`config.mk`:
```
export PLATFORM = sky130hd
export DESIGN_NAME = alu_mul_seq
export DESIGN_NICKNAME = d
export VERILOG_FILES = /design/src/rtl/alu_mul_seq.sv
export SDC_FILE = /design/constraint.sdc
export NUM_CORES = 1
export LEC_CHECK = 0
export BUFFER_PORTS_ARGS = -buffer_cell sky130_fd_sc_hd__buf_2
export CAP_MARGIN = 20
export CORE_MARGIN = 4
export CORE_UTILIZATION = 55
export CTS_CLUSTER_SIZE = 28
export DETAILED_ROUTE_END_ITERATION = 6
export HOLD_SLACK_MARGIN = 0.1
export PLACE_DENSITY = 0.81
export SYNTH_ARGS = -nofsm -noshare
export SYNTH_HDL_FRONTEND = slang
export SYNTH_SLANG_ARGS = --single-unit
```
`constraint.sdc`:
```
create_clock -name clk -period 2.7 [get_ports clk]
set_input_delay 0.405 -clock clk [delete_from_list [all_inputs] [get_ports clk]]
set_output_delay 0.405 -clock clk [all_outputs]
set_load 0.02 [all_outputs]
```
`src/rtl/alu_mul_seq.sv`:
```
// alu_mul_seq
// ----------------------------------------------------------------------------
// Sequences the shared datapath ALU to run an unsigned WIDTH x WIDTH
// shift-and-add multiply. The product is reported modulo 2^WIDTH, with a
// sticky overflow flag that is set when the true product needs more than
// WIDTH bits. Latency is fixed, so microcode can count cycles.
//
// Each multiplier bit takes two ALU operations:
//   ADD : prod <= prod + mcand when the multiplier LSB is 1. Otherwise the
//         ALU passes prod through unchanged.
//   DBL : mcand <= mcand + mcand, and the multiplier shifts right by one.
// All WIDTH iterations always run, even when mcand has shifted out to zero.
//
// Ports
//   clk        : system clock, rising edge
//   reset_bar  : asynchronous active-low reset
//   start      : request a multiply; only sampled in IDLE
//   abort      : synchronous cancel while busy (ADD/DBL)
//   a, b       : multiplicand and multiplier, captured on an accepted start
//   busy       : high in ADD/DBL
//   done       : one-cycle pulse; result/ovf are valid from this cycle on
//   result     : product mod 2^WIDTH; held until the next completed multiply
//   ovf        : sticky overflow for the held result
//   alu_x/y/c  : ALU operands and control word {ex,nx,ey,ny,f,no}
//   alu_cin    : ALU carry-in, tied to 0
//   alu_out    : ALU result, combinational from alu_x/alu_y/alu_c
//   alu_cflag  : ALU carry-out
//   dbg_state  : current FSM state (0 IDLE, 1 ADD, 2 DBL, 3 DONE)
//
// Handshake: start has no ready signal. It is accepted on any rising edge
// where the FSM is in IDLE and start=1, even if abort is also high. A start
// seen in any other state is dropped, not queued. Completion is signalled by
// a single done pulse in the cycle after the last DBL edge. There is no
// back-pressure on done. An abort gives no done pulse and leaves result/ovf
// unchanged.
// ----------------------------------------------------------------------------
module alu_mul_seq #(
    parameter int          WIDTH    = 16,
    parameter logic [5:0]  CW_ADD   = 6'b101010,
    parameter logic [5:0]  CW_PASSX = 6'b100010
) (
    input  logic             clk,
    input  logic             reset_bar,
    input  logic             start,
    input  logic             abort,
    input  logic [WIDTH-1:0] a,
    input  logic [WIDTH-1:0] b,
    output logic             busy,
    output logic             done,
    output logic [WIDTH-1:0] result,
    output logic             ovf,
    output logic [WIDTH-1:0] alu_x,
    output logic [WIDTH-1:0] alu_y,
    output logic [5:0]       alu_c,
    output logic             alu_cin,
    input  logic [WIDTH-1:0] alu_out,
    input  logic             alu_cflag,
    output logic [1:0]       dbg_state
);

    localparam int                CNT_W    = (WIDTH > 1) ? $clog2(WIDTH) : 1;
    localparam logic [CNT_W-1:0]  CNT_LAST = CNT_W'(WIDTH - 1);

    typedef enum logic [1:0] {
        S_IDLE = 2'd0,
        S_ADD  = 2'd1,
        S_DBL  = 2'd2,
        S_DONE = 2'd3
    } state_t;

    state_t            state;
    state_t            state_next;

    logic [WIDTH-1:0]  prod;
    logic [WIDTH-1:0]  mcand;
    logic [WIDTH-1:0]  mplier;
    logic [CNT_W-1:0]  cnt;
    logic              ovf_acc;     // overflow for the multiply in progress
    logic [WIDTH-1:0]  result_q;    // last completed product
    logic              ovf_q;       // overflow of last completed product

    logic [WIDTH-1:0]  mplier_shr;
    logic              add_ovf;
    logic              dbl_ovf;
    logic              last_iter;

    assign mplier_shr = mplier >> 1;
    // A carry out of the ADD step always loses product bits.
    assign add_ovf    = mplier[0] & alu_cflag;
    // A doubling carry only matters if a later multiplier bit would add the
    // lost mcand bit back into the product.
    assign dbl_ovf    = alu_cflag & (|mplier_shr);
    assign last_iter  = (cnt == CNT_LAST);

    // ------------------------------------------------------------------
    // State register
    // ------------------------------------------------------------------
    always_ff @(posedge clk or negedge reset_bar) begin
        if (!reset_bar) begin
            state <= S_IDLE;
        end else begin
            state <= state_next;
        end
    end

    // ------------------------------------------------------------------
    // Next state and ALU drive
    // ------------------------------------------------------------------
    always_comb begin
        state_next = state;
        busy       = 1'b0;
        done       = 1'b0;
        alu_x      = '0;
        alu_y      = '0;
        alu_c      = '0;

        case (state)
            S_IDLE: begin
                if (start) begin
                    state_next = S_ADD;
                end
            end
            S_ADD: begin
                busy  = 1'b1;
                alu_x = prod;
                alu_y = mcand;
                alu_c = mplier[0] ? CW_ADD : CW_PASSX;
                state_next = abort ? S_IDLE : S_DBL;
            end
            S_DBL: begin
                busy  = 1'b1;
                alu_x = mcand;
                alu_y = mcand;
                alu_c = CW_ADD;
                if (abort) begin
                    state_next = S_IDLE;
                end else if (last_iter) begin
                    state_next = S_DONE;
                end else begin
                    state_next = S_ADD;
                end
            end
            S_DONE: begin
                done       = 1'b1;
                state_next = S_IDLE;
            end
            default: begin
                state_next = S_IDLE;
            end
        endcase
    end

    // ------------------------------------------------------------------
    // Datapath registers
    // ------------------------------------------------------------------
    always_ff @(posedge clk or negedge reset_bar) begin
        if (!reset_bar) begin
            prod     <= '0;
            mcand    <= '0;
            mplier   <= '0;
            cnt      <= '0;
            ovf_acc  <= 1'b0;
            result_q <= '0;
            ovf_q    <= 1'b0;
        end else begin
            case (state)
                S_IDLE: begin
                    if (start) begin
                        mcand   <= a;
                        mplier  <= b;
                        prod    <= '0;
                        ovf_acc <= 1'b0;
                        cnt     <= '0;
                    end
                end
                S_ADD: begin
                    if (!abort) begin
                        prod <= alu_out;
                        if (add_ovf) begin
                            ovf_acc <= 1'b1;
                        end
                    end
                end
                S_DBL: begin
                    if (!abort) begin
                        mcand  <= alu_out;
                        mplier <= mplier_shr;
                        if (dbl_ovf) begin
                            ovf_acc <= 1'b1;
                        end
                        if (last_iter) begin
                            // prod is final after the last ADD. Publish it
                            // together with this edge's overflow contribution.
                            result_q <= prod;
                            ovf_q    <= ovf_acc | dbl_ovf;
                        end else begin
                            cnt <= cnt + 1'b1;
                        end
                    end
                end
                default: begin
                end
            endcase
        end
    end

    assign result    = result_q;
    assign ovf       = ovf_q;
    assign alu_cin   = 1'b0;
    assign dbg_state = state;

endmodule

```
==> metrics.cfg, run 1 <==
[global_route]
grt_antenna_before_repair=0
overflow=0
grt_pass1_wl_um=13900
grt_pass1_vias=2812
grt_use_total_pct=22.8
grt_max_degree=28

[power_and_ir_drop]
swShare_pct=44.6
leakagePower_nw=2.25
power_frac_comb_pct=49.2
power.share.clock_pct=15.9
peakVddDrop_v=0.000948
p_switching_w=0.00221
pwr_density_cell_mw_per_mm2=1120
pwr-share-seq_pct=34.9
p_int_w=0.00274

[clock_network]
root_buffer=clkbuf_8
post_cts_buffers=0
cts-htree-levels=3
clockBufferDepth=2
cts_tree=yes
clock-sinks=72
cts_buffers=9
clock_latency_ns=0.34
cts.clk_slew.worst_paths_ns=0.09

[place]
dp_hpwl_um=6330
place.gp.congestion=0.796
portBuffers=108
placedCellCount=489
dpl_cell_area_mm2=0.00421

[sta]
drv_slew=0
timing.final.crit_share_pct=93.2
rsz0062_at_grt=false
maxSlewHeadroom_pct=43.7
max_freq_ghz=0.397
period_needed_ns=2.52
fin_setup_tns_ns=0
worstMarginPinSlew_ns=0.843
finalHoldViolCount=0
setup_violations=0
finalClockSkew_ns=0.0122
timing.hold.ws_ns=0.294

[critical_path]
r2r_slack_ns=0.43
slowest_stage=dfrtp_1
endpoint_kind=primary output
max_stage_delay_ns=0.45
reg2reg_depth=5
crit_path_cell_trace=inv_1 -> ha_1 -> buf_4 -> and2_1 -> buf_4 -> a22o_1 -> buf_2
cp_data_required_time_ns=2.30
cp_common_cell=buf_4
path_max_fanout=16
r2r_start=dbg_state[0]
critPathLaunchType=flop
path_delay_family=buffers and inverters
critPathArrivalTime_ns=2.11
r2r-end=result[15]
crit_buf_inv=4
crit_type=flop to primary output

[logic_synthesis]
synthTopCellsByCount=72 x dfrtp_1, 32 x a22o_1, 31 x mux2i_1
ys_types=40
synth.top_cell.area_share_pct=49.1
synth_most_common_cell=dfrtp_1
ys_seq_elements=72
synth_top_area_cell=dfrtp_1
syn_avg_cell_area_um2=11.6
synthesis.area_mm2=0.00367
synth_edf_count=0
synthArstFlopShare_pct=100
yosys-top-cells-area=dfrtp_1 49%, mux2i_1 8.5%, a22o_1 7.6%, mux2_1 5.5%, o21ai_2 5.3%
synth_cells=316
synth_flop_cell=dfrtp_1
yosys_warnings=0
ys_seq_area_share_pct=49.1

[final_layout]
n_fill_cell=488
synthToLayoutAreaGrowth_pct=20.2
fin_util_pct=68.6
drive_above_1_share_pct=41.3
antennaDiodeCount=0
final_area_mm2=0.00441
finalNonFillerCells=506
nets=483

[routing]
postRouteAntennaNets=0
drt_iter0_markers=155
drc=0
drt-vias-per-instance=5.52
drt_first_pass_iters=4
wire_per_inst_um=16.9
wirelength_um=8560
vias=2795

[worst_hold_path]
min_path_cells=2
hp-class=primary input to flop
whs_endpoint=prod[9]
min_from=alu_out[9]

[floorplan]
dieHeight_um=89.6
ios=113
rows=29
die_x_um=89.6
core_mm2=0.00642
dieArea_mm2=0.00804
start_util_pct=57.1

[run_status]
status=complete, no violations

[run]
drv_cap=0

## metal layers
metal	up-vias	GRT usage, %	wire, um	share of wire (%)
met5	-	0	0	0
met3	10	4.38	560	6.5
met4	0	9.20	138	1.6
met1	1347	29.3	3680	43
li1	1341	-	-	-
met2	97	37.9	4180	49
## cell usage in the layout (no fill, tap or decap), types with 2 or more instances in the layout
cell type	count
nand4_1	2
a21o_2	2
clkinvlp_4	2
nor2_1	3
mux2i_1	31
o21ai_2	22
nor4_1	3
clkbuf_8	9
dfrtp_1	72
nand2b_1	6
ha_1	5
conb_1	4
o21ai_1	11
inv_6	3
nand2_2	10
nand2_1	26
a21oi_1	5
inv_1	3
nor2b_1	2
a22o_1	32
and2_1	17
o21ai_0	4
buf_2	108
buf_4	10
mux2_1	18
## worst register-to-register path, stage by stage (launching register included)
cell and delay [ns]:
dfrtp_1 0.45, inv_1 0.12, ha_2 0.43, nand4_2 0.24, nor2_4 0.51, mux2_1 0.40
## power groups by stage
stage	registers, W	clock network, W	logic [W]
2_1_floorplan	0.00167	0	0.00198
3_3_place_gp	0.00173	0	0.00236
3_5_place_dp	0.00175	0	0.00245
4_1_cts	0.00172	0.000810	0.00245
5_1_grt	0.00176	0.000860	0.00270
6_report	0.00173	0.000789	0.00243
## sequential cells by signal, indices dropped and copies added, names as in the netlist
name / flops
mplier: 16
ovf_acc: 1
result: 16
mcand: 16
prod: 16
dbg_state: 2
ovf: 1
cnt: 4
## final cells by class
class                   count  area (um^2)  area share, %
clock inverters             7         61.3           1.39
inverters                   4         15.0          0.341
repair buffers            120          646           14.7
flip-flops and latches     72         1800           40.9
clock buffers               9          124           2.81
well taps                  77         96.3           2.19
multi-input cells         217         1660           37.7
## timing repair
action | in CTS | in global routing
endpoints found under the hold margin | 20 | 0
hold buffers | 1 | 0
setup endpoints to repair | 0 | 1
gates resized for setup | 0 | 1
## stage by stage
stage | power [W] | worst slack, ns
finish | 0.00495 | 0.184
global route | 0.00532 | 0.0834
CTS | 0.00499 | 0.0843
detailed placement | 0.00419 | 0.417
global placement | 0.00409 | 0.507
floorplan | 0.00365 | 0.315
## logic make-up after synthesis
| group | share of synthesized area, % |
|---|---|
| compound gates | 17.4 |
| fa+ha+maj | 2.05 |
| buf+inv | 5.97 |
| flops | 49.1 |
| mux | 14.0 |
| other cells | 0.102 |
| simple gates | 11.3 |
## worst max path at each step
| stage | slack, ns | end | start | depth (start not counted) |
|---|---|---|---|---|
| finish | 0.18 | alu_x[3] | dbg_state[0] | 7 |
| global route | 0.08 | alu_x[1] | dbg_state[0] | 7 |
| CTS | 0.08 | alu_x[15] | dbg_state[0] | 5 |
| detailed placement | 0.42 | result[15] | dbg_state[0] | 5 |
| global placement | 0.51 | result[8] | dbg_state[0] | 5 |
| floorplan | 0.31 | alu_x[0] | dbg_state[0] | 7 |
Power figures use the tool's default switching activity.
==> inputs of run 2 (changes only) <==
Settings changed: CELL_PAD_IN_SITES_DETAIL_PLACEMENT set to 0, CELL_PAD_IN_SITES_GLOBAL_PLACEMENT set to 1, CORE_MARGIN 4 to not set, CORE_UTILIZATION 55 to 43, HOLD_SLACK_MARGIN 0.1 to not set, PLACE_DENSITY 0.81 to 0.82.
==> run 2 against run 1 <==
Effect of this change:
- utilization decreased by 15 points
- critical path type unchanged
- first-iteration DRC count is 34% lower
- clock skew decreased by 0.0021 ns
- global-route usage decreased by 3.4 points
- non-clock buffer count is 7 lower
- highest routed layer unchanged
==> metrics.cfg, run 2 (synthesis gave the netlist of run 1 again) <==
[final_layout]
final_common_cell=buf_2
n_fill_cell=769  ; +58%
multi_input_area_mm2=0.00166  ; about the same
drive_above_1_share_pct=40.8  ; -0.50 points
nets=476  ; -1.4%
synthToLayoutAreaGrowth_pct=20.6
antennaDiodeCount=0  ; unchanged
fin_util_pct=53.8  ; -15 points
regArea_mm2=0.00180  ; unchanged
final_cell_mix=107 x buf_2, 72 x dfrtp_1, 32 x a22o_1

[sta]
worstMarginPinSlew_ns=0.893  ; +0.0501 ns
rsz0062_at_grt=false
fin_setup_tns_ns=0  ; unchanged
finalClockSkew_ns=0.0101  ; -0.00211 ns
setup_ws_ns=0.232  ; +0.0474 ns
finalHoldViolCount=0  ; unchanged
period_needed_ns=2.47  ; -0.0474 ns
setup_violations=0  ; unchanged
drv_slew=0  ; unchanged
max_freq_ghz=0.405  ; +1.9%
maxSlewHeadroom_pct=40.4  ; -3.3 points
timing.final.crit_share_pct=91.4  ; -1.8 points

[routing]
drt-vias-per-instance=5.14  ; -6.9%
drt_first_pass_iters=5  ; +1
drt_iter0_markers=102  ; -34%
wirelength_um=8120  ; -5.0%
postRouteAntennaNets=0  ; unchanged
drc=0  ; unchanged
vias=2711  ; -3.0%
wire_per_inst_um=15.4  ; -8.8%

[power_and_ir_drop]
p_total_w=0.00501  ; +1.3%
peakVddDrop_v=0.000586  ; -38%
leakagePower_nw=2.23  ; -0.70%
pwr_density_cell_mw_per_mm2=1130  ; +0.93%

[critical_path]
path_max_fanout=16  ; unchanged
critPathArrivalTime_ns=2.06  ; -0.05 ns
endpoint_kind=primary output
critPathLaunchType=flop
cp_data_required_time_ns=2.30  ; about the same
crit_type=flop to primary output

[clock_network]
root_buffer=clkbuf_8
cts_tree=yes
clockBufferDepth=2  ; unchanged
cts.clk_slew.worst_paths_ns=0.08  ; about the same
clock_latency_ns=0.34  ; about the same
clock-sinks=72  ; unchanged
cts-htree-levels=3  ; unchanged
post_cts_buffers=0  ; unchanged
cts_buffers=9  ; unchanged

[floorplan]
dieHeight_um=94.3  ; +5.2%
dieArea_mm2=0.00890  ; +11%
die_x_um=94.3  ; +5.2%
start_util_pct=44.6  ; -12 points
core_mm2=0.00822  ; +28%
rows=33  ; +14%
ios=113  ; unchanged

[place]
portBuffers=108  ; unchanged
place.gp.congestion=0.769  ; -3.5%
pre_cts_ws_ns=0.306  ; -0.110 ns
dp_hpwl_um=5660  ; -11%

[global_route]
grt_pass1_vias=2597  ; -7.6%
grt_pass1_wl_um=13000  ; -6.6%
grt_max_degree=73  ; +160%
overflow=0  ; unchanged
grt_use_total_pct=19.3  ; -3.4 points
grt_antenna_before_repair=0  ; unchanged

[run_status]
status=complete, no violations

[run]
drv_cap=0  ; unchanged

[worst_hold_path]
hp-class=primary input to asynchronous set/reset pin

## run 2: changes by cell type in the layout (fill, tap and decap cells not counted), sizes merged
cell	previous run	this run
inv	8	5
buf	119	113
clkinv	1	2
bufinv	0	2
dlygate4sd3	1	0
## run 2: worst paths after layout
check / start / to / slack (ns) / depth (start not counted)
max reg2reg: dbg_state[0] / result[8] / 0.68 / 5
min: reset_bar / result[14] / 0.17 / 1
min reg2reg: result[1] / result[1] / 0.48 / 1
max: dbg_state[1] / alu_x[15] / 0.23 / 5
min in group clk: alu_out[7] / prod[7] / 0.30 / 2
max in group asynchronous: reset_bar / prod[1] / 1.94 / 1
## run 2: timing repair
action	4_1_cts	5_1_grt
resized for setup	2	0
hold buffers	0	0
setup endpoints to repair	16	0
## run 2: area by class of cell
class                      count  area share [%]
sequential                    72            40.7
multi-input combinational    217            37.6
timing repair buffer         113            13.4
tap                          105            2.97
clock buffer                   9            2.80
clock inverter                 7            2.12
inverter                       4           0.340
## run 2: report_power, final
group	internal (W)	switching (W)	leakage (nW)	total, W
Sequential	0.00143	0.000292	0.935	0.00172
Combinational	0.000920	0.00143	1.19	0.00235
Clock	0.000520	0.000420	0.106	0.000940
Total	0.00287	0.00214	2.23	0.00501
## run 2: per-layer routing
layer	vias up	share of wire, %	global-route usage (%)
met1	1283	47	26.8
met4	0	1.6	6.92
met3	10	7.3	3.70
li1	1328	-	-
met5	-	0	0
met2	90	44	30.1
## run 2: worst max-delay path: stages, from the launching register on
cell and delay, ns:
dfrtp_1 0.44, inv_1 0.09, ha_1 0.39, and2_2 0.42, a22o_1 0.22, buf_2 0.17
## run 2: per-stage QoR
step,cells,cell area [um^2],hold WS (ns)
2_1_floorplan,319,3680,0.109
3_3_place_gp,511,4200,0.463
3_5_place_dp,511,4200,0.469
4_1_cts,527,4420,0.225
5_1_grt,527,4420,0.246
6_report,527,4420,0.170
==> inputs of run 3 (changes only) <==
Settings changed: CORE_ASPECT_RATIO set to 1.75, GPL_ROUTABILITY_DRIVEN set to 0.
==> run 3 against run 2 <==
Effect of this change:
- sequential share of layout area is 0.71 points lower
- flip-flop and latch count is the same
- first-iteration DRC count grew 25%
- combinational power about the same
- worst setup slack improved by 0.043 ns
- clock-buffer cell count is 1 higher
- global-route usage increased by 0.69 points
- maximum frequency rose by 1.8%
- clock skew is 0.0041 ns lower
- worst hold slack worse by 0.054 ns
- wire length rose by 4.1%
- critical path type unchanged
- critical endpoint is now alu_x[3]
==> metrics.cfg, run 3 (synthesis gave the netlist of run 1 again) <==
[floorplan]
dieHeight_um=124  ; +32%
core_mm2=0.00826  ; +0.50%
dieArea_mm2=0.00891  ; +0.16%
rows=44  ; +33%
die_x_um=71.8  ; -24%
ios=113  ; unchanged
start_util_pct=44.4  ; -0.22 points

[critical_path]
r2r_start=dbg_state[0]
r2r_slack_ns=0.50  ; -0.18 ns
endpoint_kind=primary output
critPathLaunchType=flop
r2r-end=cnt[3]
startpoint=dbg_state[0]
crit_type=flop to primary output
reg2reg_depth=8  ; +3
critPathArrivalTime_ns=2.02  ; -0.04 ns
cp_data_required_time_ns=2.30  ; about the same
path_max_fanout=16  ; unchanged
endpoint=alu_x[3]

[power_and_ir_drop]
power_frac_comb_pct=43.9  ; -3.0 points
p_switching_w=0.00217  ; +1.5%
power.share.clock_pct=23.3  ; +4.6 points
pwr_density_cell_mw_per_mm2=1180  ; +4.0%
leakagePower_nw=2.28  ; +2.4%
swShare_pct=41.0  ; -1.7 points
pwr-share-seq_pct=32.8  ; -1.6 points
peakVddDrop_v=0.000639  ; +9.0%
p_int_w=0.00313  ; +9.0%

[worst_hold_path]
hp-class=primary input to asynchronous set/reset pin

[routing]
drt-vias-per-instance=5.28  ; +2.7%
drt_first_pass_iters=4  ; -1
drc=0  ; unchanged
drt_iter0_markers=128  ; +25%
vias=2727  ; +0.59%
postRouteAntennaNets=0  ; unchanged
wirelength_um=8460  ; +4.1%
wire_per_inst_um=16.4  ; +6.3%

[clock_network]
cts.clk_slew.worst_paths_ns=0.06  ; -0.02 ns
hold_buffers=0  ; unchanged
post_cts_buffers=0  ; unchanged
cts_buffers=9  ; unchanged
cts-htree-levels=3  ; unchanged
clock-sinks=72  ; unchanged
root_buffer=clkbuf_16
clock_latency_ns=0.33  ; about the same
cts-resized-gates=0  ; -2
clockBufferDepth=2  ; unchanged
cts_tree=yes

[run]
drv_cap=0  ; unchanged

[sta]
setup_violations=0  ; unchanged
drv_slew=0  ; unchanged
finalClockSkew_ns=0.00600  ; -0.00410 ns
finalHoldViolCount=0  ; unchanged
rsz0062_at_grt=false
setup_ws_ns=0.274  ; +0.0426 ns
timing.final.crit_share_pct=89.8  ; -1.6 points
timing.hold.ws_ns=0.116  ; -0.0536 ns
worstMarginPinSlew_ns=0.849  ; -0.0446 ns
max_freq_ghz=0.412  ; +1.8%
maxSlewHeadroom_pct=43.4  ; +2.9 points
period_needed_ns=2.43  ; -0.0426 ns
fin_setup_tns_ns=0  ; unchanged

[place]
dp_hpwl_um=6080  ; +7.4%
placedCellCount=500  ; -2.2%
portBuffers=108  ; unchanged
pre_cts_ws_ns=0.360  ; +0.0541 ns

[final_layout]
fin_util_pct=54.5  ; +0.69 points
drive_above_1_share_pct=40.8  ; +0.044 points
n_fill_cell=746  ; -3.0%
final_cell_mix=108 x buf_2, 72 x dfrtp_1, 32 x a22o_1
finalNonFillerCells=516  ; -2.1%
synthToLayoutAreaGrowth_pct=22.8
nets=478  ; +0.42%
final_common_cell=buf_2
antennaDiodeCount=0  ; unchanged

[global_route]
grt_pass1_wl_um=13400  ; +3.5%
grt_pass1_vias=2613  ; +0.62%
grt-busiest-layer=met2
overflow=0  ; unchanged
grt_use_met1_pct=24.5  ; -2.3 points
use_met3_pct=4.77  ; +1.1 points
gr-usage-met2_pct=33.5  ; +3.4 points
grt_max_degree=34  ; -53%
grt_use_total_pct=20.0  ; +0.69 points
grt_antenna_before_repair=0  ; unchanged

[run_status]
status=complete, no violations

-- run 3: cell type report --
| class | count | area [um^2] | share of cell area (%) |
|---|---|---|---|
| clock buffers | 10 | 229 | 5.09 |
| well taps | 92 | 115 | 2.56 |
| inverters | 4 | 15.0 | 0.334 |
| repair buffers | 115 | 593 | 13.2 |
| clock inverters | 6 | 83.8 | 1.86 |
| multi-input cells | 217 | 1660 | 36.9 |
| flip-flops and latches | 72 | 1800 | 40.0 |
-- run 3: how the worst min path moves through the flow --
stage / to / slack, ns / cells after the start / from
after floorplan: cnt[0] / 0.11 / 0 / reset_bar
after global placement: result[12] / 0.47 / 1 / result[12]
after detailed placement: result[11] / 0.47 / 1 / result[11]
after CTS: result[1] / 0.14 / 1 / reset_bar
after global routing: result[0] / 0.16 / 1 / reset_bar
final: result[1] / 0.12 / 1 / reset_bar
-- run 3: power groups by stage --
stage | clock network (W) | registers, W | logic [W]
finish | 0.00124 | 0.00174 | 0.00233
global route | 0.00131 | 0.00179 | 0.00256
CTS | 0.00126 | 0.00174 | 0.00236
detailed placement | 0 | 0.00176 | 0.00235
global placement | 0 | 0.00174 | 0.00231
floorplan | 0 | 0.00167 | 0.00198
-- run 3: stage by stage --
step	cell area [um^2]	total power, W
detailed placement	4190	0.00411
finish	4500	0.00530
global route	4500	0.00567
floorplan	3680	0.00365
global placement	4190	0.00405
CTS	4500	0.00537
-- run 3: worst max-delay path: stages (launching register included) --
cell and delay [ns]:
dfrtp_1 0.43, inv_1 0.09, ha_1 0.39, and2_2 0.41, a22o_1 0.20, buf_2 0.16
-- run 3: metal layers --
layer / vias up / wire length [um]
met1: 1307 / 3430
met5: - / 0
met4: 0 / 141
li1: 1331 / -
met3: 9 / 389
met2: 80 / 4500
